<file path="config.mk">
export PLATFORM = sky130hd
export DESIGN_NAME = spi_xfer_arbiter
export DESIGN_NICKNAME = d
export VERILOG_FILES = /design/src/rtl/spi_xfer_arbiter.sv
export SDC_FILE = /design/constraint.sdc
export NUM_CORES = 1
export LEC_CHECK = 0
export BUFFER_PORTS_ARGS = -buffer_cell sky130_fd_sc_hd__buf_2
export CAP_MARGIN = 25
export CORE_MARGIN = 2
export CORE_UTILIZATION = 56
export CTS_CLUSTER_DIAMETER = 40
export DETAILED_ROUTE_END_ITERATION = 8
export GPL_ROUTABILITY_DRIVEN = 0
export PLACE_DENSITY = 0.83
export SYNTH_ARGS = -nofsm -noshare
export SYNTH_HDL_FRONTEND = slang
export SYNTH_SLANG_ARGS = --single-unit
export TNS_END_PERCENT = 50
</file>
<file path="constraint.sdc">
create_clock -name Clock -period 4.06 [get_ports Clock]
set_input_delay 0.203 -clock Clock [delete_from_list [all_inputs] [get_ports Clock]]
set_output_delay 0.203 -clock Clock [all_outputs]
set_load 0.01 [all_outputs]
</file>
<file path="src/rtl/spi_xfer_arbiter.sv">
// Shares one SPI master among NREQ requesters: arbitrates, runs one LSB-first transfer, pulses Done.
// Define SPI_RR_ARB_EN for round-robin arbitration; otherwise the lowest requester index wins.
module spi_xfer_arbiter #(
    parameter int NREQ      = 2,
    parameter int NUMSLAVES = 2,
    parameter int DWIDTH    = 8,
    parameter int CLKDIV    = 2
) (
    input  logic                                Clock,
    input  logic                                Reset_N,
    input  logic [NREQ-1:0]                     Req,
    input  logic [NREQ*DWIDTH-1:0]              TxData,
    input  logic [NREQ*$clog2(NUMSLAVES)-1:0]   SlvId,
    output logic [NREQ-1:0]                     Done,
    output logic [DWIDTH-1:0]                   RxData,
    output logic                                Busy,
    output logic                                SCLK,
    output logic                                MOSI,
    output logic [NUMSLAVES-1:0]                SS,
    input  logic [NUMSLAVES-1:0]                MISO,
    output logic [2:0]                          dbg_state
);

    localparam int IDW  = $clog2(NUMSLAVES);
    localparam int GW   = (NREQ > 1) ? $clog2(NREQ) : 1;
    localparam int DIVW = $clog2(CLKDIV + 1);
    localparam int BITW = $clog2(DWIDTH + 1);
    localparam logic [DIVW-1:0] DIV_LAST = DIVW'(CLKDIV - 1);
    localparam logic [BITW-1:0] BIT_LAST = BITW'(DWIDTH - 1);
    localparam logic [IDW:0]    NSLV     = (IDW + 1)'(NUMSLAVES);
    localparam logic [GW-1:0]   LAST_REQ = GW'(NREQ - 1);

    typedef enum logic [2:0] {
        ST_IDLE  = 3'd0,
        ST_SETUP = 3'd1,
        ST_SHIFT = 3'd2,
        ST_HOLD  = 3'd3,
        ST_DONE  = 3'd4
    } state_t;

    state_t              state_q, state_d;
    logic [GW-1:0]       grant_q, grant_d;
    logic [IDW-1:0]      id_q, id_d;
    logic [DWIDTH-1:0]   sr_q, sr_d;
    logic                rx_q, rx_d;
    logic                mosi_q, mosi_d;
    logic                sclk_q, sclk_d;
    logic [NUMSLAVES-1:0] ss_q, ss_d;
    logic                phase_q, phase_d;
    logic [DIVW-1:0]     div_q, div_d;
    logic [BITW-1:0]     bit_q, bit_d;
    logic [DWIDTH-1:0]   rx_data_q, rx_data_d;

    logic [GW-1:0]       win;
    logic [DWIDTH-1:0]   tx_sel;
    logic [IDW-1:0]      id_sel;
    logic                sel_ok;
    logic                id_ok;

`ifdef SPI_RR_ARB_EN
    logic [GW-1:0]       rr_q, rr_d;
    logic                found;

    always_comb begin
        win   = '0;
        found = 1'b0;
        for (int k = 0; k < NREQ; k++) begin
            if (!found && Req[(int'(rr_q) + k) % NREQ]) begin
                found = 1'b1;
                win   = GW'((int'(rr_q) + k) % NREQ);
            end
        end
    end
`else
    always_comb begin
        win = '0;
        for (int k = NREQ - 1; k >= 0; k--) begin
            if (Req[k]) win = GW'(k);
        end
    end
`endif

    assign tx_sel = TxData[int'(win)*DWIDTH +: DWIDTH];
    assign id_sel = SlvId[int'(win)*IDW +: IDW];
    // Out-of-range ids still run the full timing but never touch the bus.
    assign sel_ok = ({1'b0, id_sel} < NSLV);
    assign id_ok  = ({1'b0, id_q} < NSLV);

    always_comb begin
        state_d   = state_q;
        grant_d   = grant_q;
        id_d      = id_q;
        sr_d      = sr_q;
        rx_d      = rx_q;
        mosi_d    = mosi_q;
        sclk_d    = sclk_q;
        ss_d      = ss_q;
        phase_d   = phase_q;
        div_d     = div_q;
        bit_d     = bit_q;
        rx_data_d = rx_data_q;
`ifdef SPI_RR_ARB_EN
        rr_d      = rr_q;
`endif
        case (state_q)
            ST_IDLE: begin
                if (|Req) begin
                    grant_d = win;
                    id_d    = id_sel;
                    sr_d    = tx_sel;
                    mosi_d  = tx_sel[0];
                    ss_d    = sel_ok ? ~(NUMSLAVES'(1) << id_sel) : '1;
                    sclk_d  = 1'b0;
                    rx_d    = 1'b0;
                    phase_d = 1'b0;
                    div_d   = '0;
                    bit_d   = '0;
                    state_d = ST_SETUP;
                end
            end
            ST_SETUP: begin
                if (div_q == DIV_LAST) begin
                    div_d   = '0;
                    state_d = ST_SHIFT;
                end else begin
                    div_d = div_q + 1'b1;
                end
            end
            ST_SHIFT: begin
                if (div_q == DIV_LAST) begin
                    div_d = '0;
                    if (!phase_q) begin
                        phase_d = 1'b1;
                        sclk_d  = id_ok;
                        rx_d    = id_ok & MISO[id_q];
                    end else begin
                        // Falling edge: shift the sampled bit in at the top, present the next bit.
                        phase_d = 1'b0;
                        sclk_d  = 1'b0;
                        sr_d    = {rx_q, sr_q[DWIDTH-1:1]};
                        if (bit_q == BIT_LAST) begin
                            mosi_d  = 1'b0;
                            state_d = ST_HOLD;
                        end else begin
                            mosi_d = sr_q[1];
                            bit_d  = bit_q + 1'b1;
                        end
                    end
                end else begin
                    div_d = div_q + 1'b1;
                end
            end
            ST_HOLD: begin
                if (div_q == DIV_LAST) begin
                    div_d     = '0;
                    ss_d      = '1;
                    rx_data_d = sr_q;
                    state_d   = ST_DONE;
                end else begin
                    div_d = div_q + 1'b1;
                end
            end
            ST_DONE: begin
`ifdef SPI_RR_ARB_EN
                rr_d = (grant_q == LAST_REQ) ? '0 : grant_q + 1'b1;
`endif
                state_d = ST_IDLE;
            end
            default: state_d = ST_IDLE;
        endcase
    end

    always_ff @(posedge Clock) begin
        if (!Reset_N) begin
            state_q   <= ST_IDLE;
            grant_q   <= '0;
            id_q      <= '0;
            sr_q      <= '0;
            rx_q      <= 1'b0;
            mosi_q    <= 1'b0;
            sclk_q    <= 1'b0;
            ss_q      <= '1;
            phase_q   <= 1'b0;
            div_q     <= '0;
            bit_q     <= '0;
            rx_data_q <= '0;
`ifdef SPI_RR_ARB_EN
            rr_q      <= '0;
`endif
        end else begin
            state_q   <= state_d;
            grant_q   <= grant_d;
            id_q      <= id_d;
            sr_q      <= sr_d;
            rx_q      <= rx_d;
            mosi_q    <= mosi_d;
            sclk_q    <= sclk_d;
            ss_q      <= ss_d;
            phase_q   <= phase_d;
            div_q     <= div_d;
            bit_q     <= bit_d;
            rx_data_q <= rx_data_d;
`ifdef SPI_RR_ARB_EN
            rr_q      <= rr_d;
`endif
        end
    end

    assign Done      = (state_q == ST_DONE) ? (NREQ'(1) << grant_q) : '0;
    assign Busy      = (state_q != ST_IDLE);
    assign SCLK      = sclk_q;
    assign MOSI      = mosi_q;
    assign SS        = ss_q;
    assign RxData    = rx_data_q;
    assign dbg_state = state_q;

endmodule
</file>
==> results of run 1 <==
[worst max-delay path by stage]
| stage | endpoint | slack [ps] |
|---|---|---|
| after global routing | MOSI | 1870 |
| final | MOSI | 2020 |
| after detailed placement | sr_q[0] | 2060 |
| after global placement | sr_q[0] | 2130 |
| after CTS | MOSI | 2020 |
| after floorplan | sr_q[2] | 2410 |
[per-layer routing]
layer / global-route usage (%) / part of all wire (%) / wire length, um
met1: 28.9 / 42 / 1670
met4: 13.0 / 2.4 / 96
met3: 5.27 / 6.7 / 264
met2: 43.7 / 48 / 1900
met5: 0 / 0 / 0
[worst register-to-register path, stage by stage (launching register included)]
cell       delay [ps]
dfxtp_1           660
nor3_2            130
inv_2             120
a2bb2oi_2         670
nor2_4            190
o211ai_1          210
[power breakdown]
group | leakage (uW) | total [uW] | internal [uW] | switching, uW
registers | 0.000261 | 446 | 376 | 69.5
clock network | 0.0000326 | 196 | 85.4 | 111
logic | 0.000452 | 419 | 167 | 252
[cell usage after synthesis (2+ instances only)]
cell type / instances
nand4_1: 2
clkbuf_1: 6
nor2b_1: 3
or3_1: 3
nor2_1: 14
o21ai_0: 3
inv_1: 4
o22ai_1: 2
a211oi_1: 3
buf_6: 4
nor2_4: 2
o21bai_1: 7
dfxtp_1: 32
nand2_1: 18
mux2i_1: 19
nor3_1: 6
buf_2: 2
o21ai_1: 9
o32ai_1: 2
nor4b_1: 3
nand2b_1: 2
a21oi_1: 8
a2111oi_2: 6
[cells by family after synthesis]
kind of cell             count (synthesis)  share of synthesized area [%]
AO/OA/AOI/OAI                           48                           22.1
XOR/XNOR                                 1                          0.524
adder cells (fa/ha/maj)                  1                          0.748
buffers and inverters                   17                           5.76
flip-flops                              32                           38.3
multiplexers                            20                           12.1
AND/OR/NAND/NOR                         62                           20.5
[registers in the layout, indices dropped and copies added, names as in the netlist]
signal     count
MOSI           1
RxData         8
SS             2
bit_q          4
dbg_state      3
div_q          2
grant_q        1
id_q           1
phase_q        1
rx_q           1
sr_q           8
[layout make-up]
cell class	instances	share of cell area (%)
timing repair buffer	42	11.1
multi-input combinational	132	49.2
clock buffer	8	3.08
inverter	5	0.982
tap	31	2.03
sequential	32	33.5
[through the flow]
step	worst slack, ps	utilization, %	hold WS, ps	total power [uW]	area, um2
floorplan	2410	-	300	786	1670
global placement	2130	66.0	437	849	1850
detailed placement	2060	66.0	461	869	1850
CTS	2020	68.1	91.7	1060	1910
global route	1870	68.1	109	1120	1910
finish	2020	68.1	99.5	1060	1910
==> results_dict.tcl, run 1 <==
set metrics [dict create \
    grt_usage_pct 25.1 \
    synth_cells 181 \
    hpwl_mm 2.71 \
    cts-root-buf "clkbuf_4" \
    syn2layout_area_growth_pct 14.3 \
    rr_startpoint "dbg_state[0]" \
    dieArea_um2 3440 \
    leakage_uw 0.000746 \
    synthTopCellsByArea "dfxtp_1 38%, mux2i_1 11%, a2111oi_2 5.4%, nand2_1 4.0%, nor2_1 3.1%" \
    grt_overflow 0 \
    worst-path-buf-inv 1 \
    grt_max_degree 31 \
    critPathMaxFanout 16 \
    fp-row-count 19 \
    worst_slew_pin_slew_ps 1030 \
    regToRegSetupSlack_ps 2020 \
    clockBufferDepth 2 \
    place.port_buffers 41 \
    min_period_ps 2040 \
    finClkSkew_ps 11.1 \
    synth.distinct_cells 44 \
    drive_gt1_share_pct 29.7 \
    final-instance-count-excl-fill 250 \
    hold_depth 2 \
    ys.flop_type "dfxtp_1" \
    core_um2 2810 \
    path_class "flip-flop to flip-flop" \
    violations "design-rule violations" \
    fillers 250 \
    cts_resized 0 \
    status "finished, violations left" \
    routedWlPerCell_um 15.7 \
    worstSetupStartpoint "dbg_state[0]" \
    setup_viol 0 \
    crit_cells 5 \
    synth_top_cell_by_area "dfxtp_1" \
    yosysWarnings 0 \
    register_area_um2 641 \
    drc 2 \
    powerDensity_nw_per_um2 555 \
    ys_seq_area_share_pct 38.3 \
    synthArstFlopShare_pct 0 \
    slew_headroom_pct 31.0 \
    drv_cap 0 \
    vias_per_cell 6.18 \
    nets 243 \
    post-route-period-util_pct 50.3 \
    drtIter0Drc 89 \
    drv_slew 0 \
    synth_seq_cells 32 \
    cts_tree "built" \
    vdd.ir_drop.worst_mv 0.325 \
    grt_pass1_wl_mm 6.56 \
    die_width_um 58.6 \
    synthesis.nets 206 \
    htreeDepth 2 \
    cp-start-kind "flip-flop" \
    grt_pass1_vias 1468 \
    crit_chain "nor3_2 -> inv_2 -> a2bb2oi_2 -> nor2_4 -> o211ai_1" \
    avgSynthCellArea_um2 9.24 \
    dieHeight_um 58.6 \
    fin_tns_setup_ps 0 \
    rsz0062_at_grt "false" \
    synth_edf_count 0 \
    ff2ff_path_depth 5 \
    min_from "Req[0]" \
    cp.arrival_ps 2310 \
    syn-cell-area_um2 1670 \
    hold_violations 0 \
    clk_latency_ps 340 \
    crit_path_top_delay_cell "a2bb2oi_2" \
    clkSinkCount 32 \
    ios 42 \
    cp-end-kind "flip-flop" \
    finalWirelength_mm 3.93 \
    ctsHoldBuffers 0 \
    fmax_ghz 0.490 \
    final_common_cell "buf_2" \
    dp.cells 242 \
    holdCritPathClass "primary input to flip-flop" \
    worst_r2r_endpoint "MOSI" \
    firstDrtPassIters 6 \
    grt_antenna_before_repair 0 \
    slowest_delay_ps 670 \
    clkSlewWorstSetupHoldPaths_ps 100 \
    critical_path_required_ps 4330 \
    cp_top_family "compound AO/OA/AOI/OAI gates" \
    start_util_pct 59.6 \
    route.vias.total 1544 \
    ant_nets 0 \
    cts_setup_buffers 0 \
    mostFrequentLayoutCells "41 x buf_2, 32 x dfxtp_1, 19 x mux2i_1" \
    yosysTopAreaCellShare_pct 38.3 \
    multi_input_area_um2 941 \
    antenna_cells 0 \
    cts_made_buffers 5 \
    hold_end "grant_q" \
]
(Power assumes the default switching activity.)
==> run 2, diff against run 1 <==
CORE_UTILIZATION = 52   (was 56)
PLACE_DENSITY = 0.78   (was 0.83)
clock period = 2.11 ns   (was 4.06 ns; I/O delays follow)
==> run 2 against run 1 <==
Compared with the run above: critical endpoint is now bit_q[0]; sequential share of layout area fell by 1.2 points; the flow now finishes without violations; die area rose by 7.1%; highest routed layer unchanged; clock power rose by 90%; critical path type unchanged.
==> results_dict.tcl, run 2 (synthesized netlist as in run 1, its figures left out) <==
set metrics [dict create \
    place.port_buffers 41 \
    die_width_um 60.7 \
    syn2layout_area_growth_pct 18.6 \
    cts_tree "built" \
    holdCritPathClass "primary input to flip-flop" \
    ff2ff_path_depth 6 \
    clk_latency_ps 340 \
    cts_setup_buffers 0 \
    worst_r2r_endpoint "bit_q[0]" \
    drc 0 \
    htreeDepth 2 \
    finClkSkew_ps 12.5 \
    power.total_uw 2060 \
    grt_antenna_before_repair 0 \
    final_common_cell "buf_2" \
    grt_pass1_vias 1275 \
    ctsHoldBuffers 1 \
    multi_input_area_um2 941 \
    dp_slack_ps 324 \
    register_area_um2 641 \
    dieArea_um2 3680 \
    fp-row-count 20 \
    mostFrequentLayoutCells "41 x buf_2, 32 x dfxtp_1, 19 x mux2i_1" \
    fmax_ghz 0.546 \
    worstSetupStartpoint "dbg_state[1]" \
    postLayoutCoreUtil_pct 64.9 \
    cp-end-kind "flip-flop" \
    drv_cap 0 \
    hpwl_mm 2.56 \
    critPathCapture "bit_q[0]" \
    cts-root-buf "clkbuf_4" \
    regToRegSetupSlack_ps 280 \
    cp-start-kind "flip-flop" \
    cp.arrival_ps 2090 \
    status "finished, final reports clean" \
    powerDensity_nw_per_um2 1040 \
    clockBufferDepth 2 \
    firstDrtPassIters 5 \
    vdd.ir_drop.worst_mv 0.416 \
    setup_viol 0 \
    core_um2 3050 \
    finalWirelength_mm 3.71 \
    path_class "flip-flop to flip-flop" \
    dieHeight_um 60.7 \
    slew_headroom_pct 67.1 \
    ant_nets 0 \
    grt_usage_pct 22.3 \
    setup_ws_ps 278 \
    grt_pass1_wl_mm 5.90 \
    post-route-period-util_pct 86.8 \
    min_period_ps 1830 \
    clkSinkCount 32 \
    grt_overflow 0 \
    fillers 294 \
    drtIter0Drc 88 \
    grt_max_degree 23 \
    rsz0062_at_grt "false" \
    nets 250 \
    critical_path_required_ps 2370 \
    cts_resized 0 \
    leakage_uw 0.000780 \
    fin_tns_setup_ps 0 \
    route.vias.total 1495 \
    cts_made_buffers 5 \
    worst_slew_pin_slew_ps 493 \
    drv_slew 0 \
    vias_per_cell 5.54 \
    rr_startpoint "dbg_state[1]" \
    routedWlPerCell_um 13.7 \
    hold_violations 0 \
    ios 42 \
    start_util_pct 54.8 \
    antenna_cells 0 \
    critPathMaxFanout 13 \
    clkSlewWorstSetupHoldPaths_ps 110 \
    drive_gt1_share_pct 31.4 \
]
==> run 2: changes by cell type in the layout (fill, tap and decap cells not counted) <==
cell	delta
buf_4	+6
dlygate4sd3_1	+1
==> run 2: layout make-up <==
class | count | area share [%]
timing repair buffer | 49 | 13.5
inverter | 5 | 0.947
clock buffer | 8 | 2.97
tap | 44 | 2.78
multi-input combinational | 132 | 47.5
sequential | 32 | 32.3
==> run 2: where the power goes <==
part / total, uW / internal (uW) / leakage (uW) / switching (uW)
Clock: 372 / 164 / 0.0000326 / 207
Combinational: 845 / 355 / 0.000487 / 491
Sequential: 843 / 724 / 0.000261 / 119
Total: 2060 / 1240 / 0.000780 / 817
==> run 2: how the worst min path moves through the flow <==
stage / to / slack (ps) / cells past startpoint / startpoint
final: SS[1] / 30 / 2 / Reset_N
after detailed placement: grant_q / 350 / 2 / Req[0]
after floorplan: grant_q / 200 / 1 / Req[0]
after CTS: SS[0] / 30 / 2 / Reset_N
after global routing: SS[1] / 30 / 2 / Reset_N
after global placement: grant_q / 350 / 2 / Req[0]
==> run 2: routing by layer <==
metal | share of wire [%] | vias up | track usage [%]
met5 | 0 | - | 0
met4 | 2.4 | 0 | 12.7
met3 | 6.8 | 9 | 7.25
met2 | 43 | 57 | 32.6
met1 | 48 | 673 | 29.0
li1 | - | 756 | -
==> run 2: metrics by stage <==
step / instance area (um2) / hold WS, ps / instances
2_1_floorplan: 1670 / 202 / 181
3_3_place_gp: 1910 / 347 / 261
3_5_place_dp: 1910 / 351 / 261
4_1_cts: 1980 / 25.8 / 270
5_1_grt: 1980 / 28.1 / 270
6_report: 1980 / 33.4 / 270
==> run 2: critical path, cell delays in order, from the launching register on <==
cell       delay, ps
dfxtp_1          420
nor3_2           320
inv_2            100
a2bb2oi_2        160
buf_4            210
or3_1            380
o22ai_1          170
==> run 3, diff against run 2 <==
REMOVE_ABC_BUFFERS = 1   (was default)
==> run 3 against run 2 <==
Compared with the run above: non-clock buffer count up 2; via count up 0.40%; die area unchanged; power down 0.13%; design area up 0.76%; largest cell class unchanged; highest routed layer unchanged.
==> results_dict.tcl, run 3 (synthesized netlist as in run 1, its figures left out) <==
set metrics [dict create \
    status "finished, final reports clean" \
    min_period_ps 1830 \
    final_common_cell "buf_2" \
    grt_overflow 0 \
    clk_latency_ps 340 \
    hpwl_mm 2.65 \
    rsz0062_at_grt "false" \
    fmax_ghz 0.547 \
    grt_pass1_wl_mm 5.95 \
    cp_top_family "simple AND/OR/NAND/NOR gates" \
    firstDrtPassIters 4 \
    worst_slew_pin_slew_ps 525 \
    setup_ws_ps 282 \
    ant_nets 0 \
    mostFrequentLayoutCells "41 x buf_2, 32 x dfxtp_1, 19 x mux2i_1" \
    crit_chain "nor3_2 -> inv_2 -> a2bb2oi_2 -> buf_4 -> or3_1 -> o22ai_1" \
    drtIter0Drc 77 \
    ctsHoldBuffers 1 \
    crit_path_top_delay_cell "dfxtp_1" \
    slew_headroom_pct 64.9 \
    grt_pass1_vias 1331 \
    syn2layout_area_growth_pct 19.5 \
    path_class "flip-flop to flip-flop" \
    nets 252 \
    routedWlPerCell_um 13.6 \
    ios 42 \
    leakage_uw 0.000790 \
    finalWirelength_mm 3.70 \
    critical_path_required_ps 2380 \
    fin_tns_setup_ps 0 \
    grt_max_degree 21 \
    vdd.ir_drop.worst_mv 0.562 \
    setup_viol 0 \
    clockBufferDepth 2 \
    clkSlewWorstSetupHoldPaths_ps 100 \
    fp-row-count 20 \
    final-instance-count-excl-fill 272 \
    slowest_delay_ps 410 \
    dp_slack_ps 336 \
    start_util_pct 54.8 \
    cts_made_buffers 5 \
    cts-root-buf "clkbuf_4" \
    postLayoutCoreUtil_pct 65.4 \
    finClkSkew_ps 9.81 \
    dp.cells 263 \
    vias_per_cell 5.52 \
    powerDensity_nw_per_um2 1030 \
    cts_setup_buffers 0 \
    drv_cap 0 \
    cp.arrival_ps 2100 \
    holdCritPathClass "primary input to flip-flop" \
    cp-start-kind "flip-flop" \
    clkSinkCount 32 \
    drive_gt1_share_pct 32.0 \
    htreeDepth 2 \
    grt_antenna_before_repair 0 \
    drv_slew 0 \
    die_width_um 60.7 \
    post-route-period-util_pct 86.6 \
    hold_violations 0 \
    core_um2 3050 \
    cts_tree "built" \
    antenna_cells 0 \
    route.vias.total 1501 \
    cp-end-kind "flip-flop" \
    critPathMaxFanout 13 \
    grt_usage_pct 22.2 \
    drc 0 \
    dieArea_um2 3680 \
    power.total_uw 2060 \
    dieHeight_um 60.7 \
    place.port_buffers 41 \
    worst-path-buf-inv 2 \
    cts_resized 0 \
]
run 3: power by group:
part	leakage, uW	internal (uW)	switching (uW)
logic	0.000497	357	485
clock network	0.0000326	164	209
registers	0.000261	724	119
total	0.000790	1250	812
run 3: final cells by class:
type	count	area, um2
Timing Repair Buffer	51	283
Clock buffer	8	58.8
Fill cell	290	1060
Tap cell	44	55.1
Inverter	5	18.8
Multi-Input combinational cell	132	941
Sequential cell	32	641
run 3: worst paths after layout:
path,start,end,slack [ps],cells after the start
max reg2reg,dbg_state[1],bit_q[1],280,6
max,dbg_state[1],bit_q[1],280,6
min,Req[1],grant_q,100,3
min reg2reg,sr_q[3],sr_q[3],480,2
run 3: stage by stage:
stage	hold WS (ps)	instance area, um2
floorplan	185	1590
global placement	349	1930
detailed placement	358	1930
CTS	90.3	2000
global route	108	2000
finish	101	2000
run 3: worst reg2reg max path, cell delays in order, from the launching register on:
cell       delay (ps)
dfxtp_1           410
nor3_2            330
inv_2             100
a2bb2oi_2         160
buf_4             210
or3_1             370
o22ai_1           170
run 3: per-layer routing:
layer  track usage [%]  vias to the layer above  wire length (um)  share of wire, %
met5                 0                        -                 0                 0
met1              28.1                      690              1710                46
met4              6.52                        0                51               1.4
met2              35.3                       51              1680                45
li1                  -                      755                 -                 -
met3              8.32                        5               270               7.3
